## src/rtl/axi_cdc_dst_gray_pkg.sv

```systemverilog
// Shared AXI channel and request/response typedefs for the gray-pointer CDC
// destination half. Payloads are kept to 8 bits so the slice stays small; the
// top module takes every type as a parameter, so wider channels drop in
// without touching the logic.
package axi_cdc_dst_gray_pkg;

    typedef struct packed {
        logic [7:0] addr;
    } aw_chan_t;

    typedef struct packed {
        logic [7:0] data;
    } w_chan_t;

    typedef struct packed {
        logic [7:0] id;
    } b_chan_t;

    typedef struct packed {
        logic [7:0] addr;
    } ar_chan_t;

    typedef struct packed {
        logic [7:0] data;
    } r_chan_t;

    typedef struct packed {
        aw_chan_t aw;
        logic     aw_valid;
        w_chan_t  w;
        logic     w_valid;
        logic     b_ready;
        ar_chan_t ar;
        logic     ar_valid;
        logic     r_ready;
    } axi_req_t;

    typedef struct packed {
        logic     aw_ready;
        logic     w_ready;
        b_chan_t  b;
        logic     b_valid;
        logic     ar_ready;
        r_chan_t  r;
        logic     r_valid;
    } axi_resp_t;

endpackage

```

## src/rtl/axi_cdc_gray_ptr_sync.sv

```systemverilog
// Pointer helper for one CDC channel: brings the remote gray pointer into the
// local clock domain through a SyncStages-deep flop chain, and converts a
// local binary pointer to gray.
//   clk, rst_n   : local clock, async active-low reset
//   ptr_async    : gray pointer owned by the other clock domain
//   ptr_bin      : local binary pointer to convert
//   ptr_synced   : ptr_async after SyncStages local flops
//   ptr_gray     : gray encoding of ptr_bin (combinational)
module axi_cdc_gray_ptr_sync
    import axi_cdc_dst_gray_pkg::*;
#(
    parameter int unsigned PtrWidth   = 2,
    parameter int unsigned SyncStages = 2
) (
    input  logic                clk,
    input  logic                rst_n,
    input  logic [PtrWidth-1:0] ptr_async,
    input  logic [PtrWidth-1:0] ptr_bin,
    output logic [PtrWidth-1:0] ptr_synced,
    output logic [PtrWidth-1:0] ptr_gray
);

    logic [PtrWidth-1:0] sync_q [SyncStages];

    always_ff @(posedge clk or negedge rst_n) begin
        if (!rst_n) begin
            for (int unsigned i = 0; i < SyncStages; i++) begin
                sync_q[i] <= '0;
            end
        end else begin
            sync_q[0] <= ptr_async;
            for (int unsigned i = 1; i < SyncStages; i++) begin
                sync_q[i] <= sync_q[i-1];
            end
        end
    end

    assign ptr_synced = sync_q[SyncStages-1];
    assign ptr_gray   = ptr_bin ^ (ptr_bin >> 1);

endmodule

```

## src/rtl/axi_cdc_dst_gray.sv

```systemverilog
// Destination half of a gray-pointer AXI clock-domain crossing.
// aw/w/ar arrive through source-owned FIFO storage: this side synchronizes the
// source write pointer, pops into the local AXI master port and returns a gray
// read pointer. b/r are captured locally into owned storage and announced to
// the source through a gray write pointer.
//   dst_clk_i, dst_rst_ni            : destination clock, async active-low reset
//   dst_req_o / dst_resp_i           : local AXI master request / response
//   async_data_slave_{aw,w,ar}_*     : data_i, wptr_i in; rptr_o out
//   async_data_slave_{b,r}_*         : data_o, wptr_o out; rptr_i in
module axi_cdc_dst_gray
    import axi_cdc_dst_gray_pkg::*;
#(
    parameter int unsigned LogDepth   = 1,
    parameter int unsigned SyncStages = 2,
    parameter type aw_chan_t  = axi_cdc_dst_gray_pkg::aw_chan_t,
    parameter type w_chan_t   = axi_cdc_dst_gray_pkg::w_chan_t,
    parameter type b_chan_t   = axi_cdc_dst_gray_pkg::b_chan_t,
    parameter type ar_chan_t  = axi_cdc_dst_gray_pkg::ar_chan_t,
    parameter type r_chan_t   = axi_cdc_dst_gray_pkg::r_chan_t,
    parameter type axi_req_t  = axi_cdc_dst_gray_pkg::axi_req_t,
    parameter type axi_resp_t = axi_cdc_dst_gray_pkg::axi_resp_t,
    localparam int unsigned Depth = 2**LogDepth,
    localparam int unsigned PtrW  = LogDepth + 1
) (
    input  logic              dst_clk_i,
    input  logic              dst_rst_ni,
    output axi_req_t          dst_req_o,
    input  axi_resp_t         dst_resp_i,
    input  aw_chan_t          async_data_slave_aw_data_i [Depth],
    input  logic [PtrW-1:0]   async_data_slave_aw_wptr_i,
    output logic [PtrW-1:0]   async_data_slave_aw_rptr_o,
    input  w_chan_t           async_data_slave_w_data_i [Depth],
    input  logic [PtrW-1:0]   async_data_slave_w_wptr_i,
    output logic [PtrW-1:0]   async_data_slave_w_rptr_o,
    input  ar_chan_t          async_data_slave_ar_data_i [Depth],
    input  logic [PtrW-1:0]   async_data_slave_ar_wptr_i,
    output logic [PtrW-1:0]   async_data_slave_ar_rptr_o,
    output b_chan_t           async_data_slave_b_data_o [Depth],
    output logic [PtrW-1:0]   async_data_slave_b_wptr_o,
    input  logic [PtrW-1:0]   async_data_slave_b_rptr_i,
    output r_chan_t           async_data_slave_r_data_o [Depth],
    output logic [PtrW-1:0]   async_data_slave_r_wptr_o,
    input  logic [PtrW-1:0]   async_data_slave_r_rptr_i
);

    // Full when the write pointer is one lap ahead: gray(wbin) equals the read
    // pointer with its two MSBs inverted.
    localparam logic [PtrW-1:0] FullMask = PtrW'(3) << (PtrW - 2);

    // Receive channels: binary read pointer, registered gray copy, synced wptr.
    logic [PtrW-1:0] aw_rbin, aw_wsync, aw_rgray_next;
    logic [PtrW-1:0] w_rbin,  w_wsync,  w_rgray_next;
    logic [PtrW-1:0] ar_rbin, ar_wsync, ar_rgray_next;
    logic            aw_valid, w_valid, ar_valid;

    // Transmit channels: binary write pointer and synced rptr.
    logic [PtrW-1:0] b_wbin, b_rsync, b_wgray_next;
    logic [PtrW-1:0] r_wbin, r_rsync, r_wgray_next;
    logic            b_ready, r_ready;

    axi_cdc_gray_ptr_sync #(.PtrWidth(PtrW), .SyncStages(SyncStages)) i_aw_sync (
        .clk(dst_clk_i), .rst_n(dst_rst_ni), .ptr_async(async_data_slave_aw_wptr_i),
        .ptr_bin(aw_rbin + PtrW'(1)), .ptr_synced(aw_wsync), .ptr_gray(aw_rgray_next)
    );
    axi_cdc_gray_ptr_sync #(.PtrWidth(PtrW), .SyncStages(SyncStages)) i_w_sync (
        .clk(dst_clk_i), .rst_n(dst_rst_ni), .ptr_async(async_data_slave_w_wptr_i),
        .ptr_bin(w_rbin + PtrW'(1)), .ptr_synced(w_wsync), .ptr_gray(w_rgray_next)
    );
    axi_cdc_gray_ptr_sync #(.PtrWidth(PtrW), .SyncStages(SyncStages)) i_ar_sync (
        .clk(dst_clk_i), .rst_n(dst_rst_ni), .ptr_async(async_data_slave_ar_wptr_i),
        .ptr_bin(ar_rbin + PtrW'(1)), .ptr_synced(ar_wsync), .ptr_gray(ar_rgray_next)
    );
    axi_cdc_gray_ptr_sync #(.PtrWidth(PtrW), .SyncStages(SyncStages)) i_b_sync (
        .clk(dst_clk_i), .rst_n(dst_rst_ni), .ptr_async(async_data_slave_b_rptr_i),
        .ptr_bin(b_wbin + PtrW'(1)), .ptr_synced(b_rsync), .ptr_gray(b_wgray_next)
    );
    axi_cdc_gray_ptr_sync #(.PtrWidth(PtrW), .SyncStages(SyncStages)) i_r_sync (
        .clk(dst_clk_i), .rst_n(dst_rst_ni), .ptr_async(async_data_slave_r_rptr_i),
        .ptr_bin(r_wbin + PtrW'(1)), .ptr_synced(r_rsync), .ptr_gray(r_wgray_next)
    );

    // The registered gray read pointer always equals gray(rbin), so empty is
    // a compare of two flop outputs only.
    assign aw_valid = (aw_wsync != async_data_slave_aw_rptr_o);
    assign w_valid  = (w_wsync  != async_data_slave_w_rptr_o);
    assign ar_valid = (ar_wsync != async_data_slave_ar_rptr_o);

    assign b_ready = (async_data_slave_b_wptr_o != (b_rsync ^ FullMask));
    assign r_ready = (async_data_slave_r_wptr_o != (r_rsync ^ FullMask));

    always_comb begin
        dst_req_o          = '0;
        dst_req_o.aw       = async_data_slave_aw_data_i[aw_rbin[LogDepth-1:0]];
        dst_req_o.aw_valid = aw_valid;
        dst_req_o.w        = async_data_slave_w_data_i[w_rbin[LogDepth-1:0]];
        dst_req_o.w_valid  = w_valid;
        dst_req_o.ar       = async_data_slave_ar_data_i[ar_rbin[LogDepth-1:0]];
        dst_req_o.ar_valid = ar_valid;
        dst_req_o.b_ready  = b_ready;
        dst_req_o.r_ready  = r_ready;
    end

    always_ff @(posedge dst_clk_i or negedge dst_rst_ni) begin
        if (!dst_rst_ni) begin
            aw_rbin                    <= '0;
            w_rbin                     <= '0;
            ar_rbin                    <= '0;
            async_data_slave_aw_rptr_o <= '0;
            async_data_slave_w_rptr_o  <= '0;
            async_data_slave_ar_rptr_o <= '0;
        end else begin
            if (aw_valid && dst_resp_i.aw_ready) begin
                aw_rbin                    <= aw_rbin + PtrW'(1);
                async_data_slave_aw_rptr_o <= aw_rgray_next;
            end
            if (w_valid && dst_resp_i.w_ready) begin
                w_rbin                     <= w_rbin + PtrW'(1);
                async_data_slave_w_rptr_o  <= w_rgray_next;
            end
            if (ar_valid && dst_resp_i.ar_ready) begin
                ar_rbin                    <= ar_rbin + PtrW'(1);
                async_data_slave_ar_rptr_o <= ar_rgray_next;
            end
        end
    end

    // Entry write and pointer advance share one edge; the source only reads
    // an entry once the advanced pointer has crossed its synchronizer.
    always_ff @(posedge dst_clk_i or negedge dst_rst_ni) begin
        if (!dst_rst_ni) begin
            b_wbin                    <= '0;
            r_wbin                    <= '0;
            async_data_slave_b_wptr_o <= '0;
            async_data_slave_r_wptr_o <= '0;
            for (int unsigned i = 0; i < Depth; i++) begin
                async_data_slave_b_data_o[i] <= '0;
                async_data_slave_r_data_o[i] <= '0;
            end
        end else begin
            if (dst_resp_i.b_valid && b_ready) begin
                async_data_slave_b_data_o[b_wbin[LogDepth-1:0]] <= dst_resp_i.b;
                b_wbin                    <= b_wbin + PtrW'(1);
                async_data_slave_b_wptr_o <= b_wgray_next;
            end
            if (dst_resp_i.r_valid && r_ready) begin
                async_data_slave_r_data_o[r_wbin[LogDepth-1:0]] <= dst_resp_i.r;
                r_wbin                    <= r_wbin + PtrW'(1);
                async_data_slave_r_wptr_o <= r_wgray_next;
            end
        end
    end

endmodule

```

## config.mk

```make
export PLATFORM = sky130hd
export DESIGN_NAME = axi_cdc_dst_gray
export DESIGN_NICKNAME = d
export VERILOG_FILES = /design/src/rtl/axi_cdc_dst_gray_pkg.sv /design/src/rtl/axi_cdc_gray_ptr_sync.sv /design/src/rtl/axi_cdc_dst_gray.sv
export SDC_FILE = /design/constraint.sdc
export NUM_CORES = 1
export LEC_CHECK = 0
export CAP_MARGIN = 20
export CORE_UTILIZATION = 45
export CTS_CLUSTER_DIAMETER = 200
export DETAILED_ROUTE_END_ITERATION = 10
export PLACE_DENSITY = 0.95
export SYNTH_ARGS = -nofsm -noshare
export SYNTH_HDL_FRONTEND = slang
export SYNTH_HIERARCHICAL = 1
export SYNTH_SLANG_ARGS = --single-unit
```

## constraint.sdc

```tcl
create_clock -name dst_clk_i -period 4.25 [get_ports dst_clk_i]
set_input_delay 0.425 -clock dst_clk_i [delete_from_list [all_inputs] [get_ports dst_clk_i]]
set_output_delay 0.425 -clock dst_clk_i [all_outputs]
set_load 0.01 [all_outputs]
```

==> results.md <==
- Clock buffer depth: 2
- Biggest registers after layout: async_data_slave_b_data_o x16, async_data_slave_r_data_o x16
- Async S/R FF share, synth: 100.0%
- CP Class: reg -> out
- Nets: 443
- Crit start category: flop
- Syn nets: 305
- Crit path capture type: output pin
- H-tree level count: 3
- Final min period: 2.291 ns
- Avg Synthesized Cell Area: 14.49 µm²
- Hold buffers post-CTS: 0
- Worst vdd ir: 0.0004405 V
- Largest net degree at the start of global routing: 41
- DR iter-0 viols: 21
- Max incr delay on CP: 0.65 ns
- Cell area after synthesis: 0.003247 mm²
- Req. time, crit path: 3.83 ns
- Via count: 2152
- Post-synthesis sequential element count: 72
- Main flop type after synthesis: dfrtp_1
- CTS tree: yes
- Drt pass-1 iters: 4
- Antenna cells: 0
- Crit Path Max Fanout: 12
- Initial antenna violation count: 0
- RSZ-0062 raised after global routing: false
- Initial core utilization: 47.27%
- Clk sinks: 72
- RePlAce Congestion: 0.7610
- Full die area: 0.007559 mm²
- Max-cap check violation count: 0
- Relative max-transition margin: 52.72%
- Routed WL per cell: 15.30 µm
- Clock latency on the worst-skew pair: 0.32 ns
- Final ANT Viol Nets: 0
- Status: finished clean
- Worst min path class: in -> async
- DRT Wirelength: 7084 µm
- Leak: 0.002068 µW
- Total power: 3491 µW
- Post-route insts no fill: 463
- Postcts setup bufs: 0
- Post-CTS Resized: 0
- Slowest CP cell: dfrtp_1
- Vias in the first global route: 2424
- Worst Max-Slew Pin Slew: 0.7092 ns
- Share of cells above drive strength 1: 23.71%
- Row count: 30
- GR Overflow Total: 0
- Tot GR Track Use: 19.55%
- Max Freq: 0.4365 GHz
- Post-DR vias/cell: 4.648
- Placed cells: 447
- Crit-path cells: mux2_2, clkdlybuf4s50_1
- Post-synth top area cell: dfrtp_1
- Die Wd: 86.94 µm
- Final Hold Fails: 0
- Seq/Total Area, Yosys: 55.49%
- Clock slew at reported path FFs: 0.08 ns
- Core Area: 0.006869 mm²
- P&R area growth vs syn: 51.10%
- Area post-placement: 0.004693 mm²
- Clock skew: 0.01125 ns
- DR DRC count: 0
- First-pass GRT wire length: 11170 µm
- Yosys warning total: 6
- Critical Path AT: 1.87 ns
- Synth Instances: 224
- Pwr dens: 711.5 mW/mm²
- Yosys cell types: 16
- Share of Yosys cell area claimed by the top area cell type: 55.49%
- Period utilization: 53.91%
- Count leader, synth: dfrtp_1
- Final setup viols: 0
- TNS Setup: 0 ns
- Number of synthesized flops with an enable pin: 0
- DIE HEIGHT: 86.94 µm
- Count of input and output buffers: 151
- Commonest cells in the synthesized netlist: 72 x dfrtp_1, 50 x mux2_2, 20 x buf_4
- IO Count: 152
- Slew Viols, Final: 0
- Filler Cells Inserted: 489
- Area contributors post-synth: dfrtp_1 55%, mux2_2 17%, mux2_4 7.4%
- Post-route cell area: 0.004906 mm²
- CTS Root Cell: clkbuf_8
- Num CTS Buffers: 9
- Dpl hpwl: 5507 µm
critical path, delay by kind of cell (launching register included):
family | cells | cell delay (ns)
flops | 1 | 0.65
buf+inv | 1 | 0.49
mux | 1 | 0.40
area by class of cell:
type / instances / area, µm² / area share [%]
flip-flops and latches: 72 / 1802 / 36.73
clock buffers: 11 / 131.4 / 2.678
well taps: 96 / 120.1 / 2.448
multi-input cells: 122 / 1239 / 25.25
clock inverters: 5 / 81.33 / 1.658
repair buffers: 152 / 1514 / 30.86
inverters: 5 / 18.77 / 0.3826
where the power goes:
group | switching (µW) | total (µW) | internal, µW
clock | 240 | 571 | 331
sequential | 246 | 1200 | 959
combinational | 623 | 1720 | 1090
total | 1110 | 3490 | 2380
stage by stage:
stage          utilization, %  hold WS (ns)  worst slack (ns)
3_5_place_dp            68.32        0.3355             2.224
4_1_cts                 71.42        0.1444             1.949
6_report                71.42        0.1416             1.959
2_1_floorplan               -        0.1294             2.759
3_3_place_gp            68.32        0.3315             2.248
5_1_grt                 71.42        0.1864             1.879
placed cells by master, fill, tap and decap left out, types with 5 or more instances in the layout:
cell / instances
mux2_4: 16
clkbuf_8: 9
xor2_1: 19
dfrtp_1: 72
xnor2_1: 15
nand2_1: 10
mux2_2: 50
inv_1: 5
clkdlybuf4s50_1: 150
path summary, 6_finish.rpt:
path | start | endpoint | slack (ns) | cells after the start
min in group dst_clk_i | i_w_sync/sync_q[3]$_DFF_PN0_ | i_w_sync/ptr_synced[1]$_DFF_PN0_ | 0.35 | 0
max reg2reg | async_data_slave_b_wptr_o[1]$_DFFE_PN0P_ | async_data_slave_b_data_o[4]$_DFFE_PN0P_ | 2.62 | 3
min | dst_rst_ni | async_data_slave_r_data_o[2]$_DFFE_PN0P_ | 0.14 | 1
min reg2reg | i_w_sync/sync_q[3]$_DFF_PN0_ | i_w_sync/ptr_synced[1]$_DFF_PN0_ | 0.35 | 0
max | w_rbin[0]$_DFFE_PN0P_ | dst_req_o[19] | 1.96 | 2
max in group asynchronous | dst_rst_ni | i_ar_sync/ptr_synced[0]$_DFF_PN0_ | 3.12 | 2
metal layers:
layer | vias up | share of wire, % | track usage, %
met1 | 1056 | 39 | 21.45
li1 | 1011 | - | -
met4 | 0 | 1.4 | 7.121
met5 | - | 0 | 0
met3 | 12 | 5.8 | 4.645
met2 | 73 | 54 | 36.51
cells by family (layout without fill, tap and decap cells):
family,after synthesis,after routing,synth area share [%]
xor+xnor,34,34,9.172
mux,66,66,24.74
buf+inv,30,173,6.358
simple gates,10,10,1.156
flops,72,72,55.49
compound gates,12,12,3.083
Power figures use the tool's default switching activity.
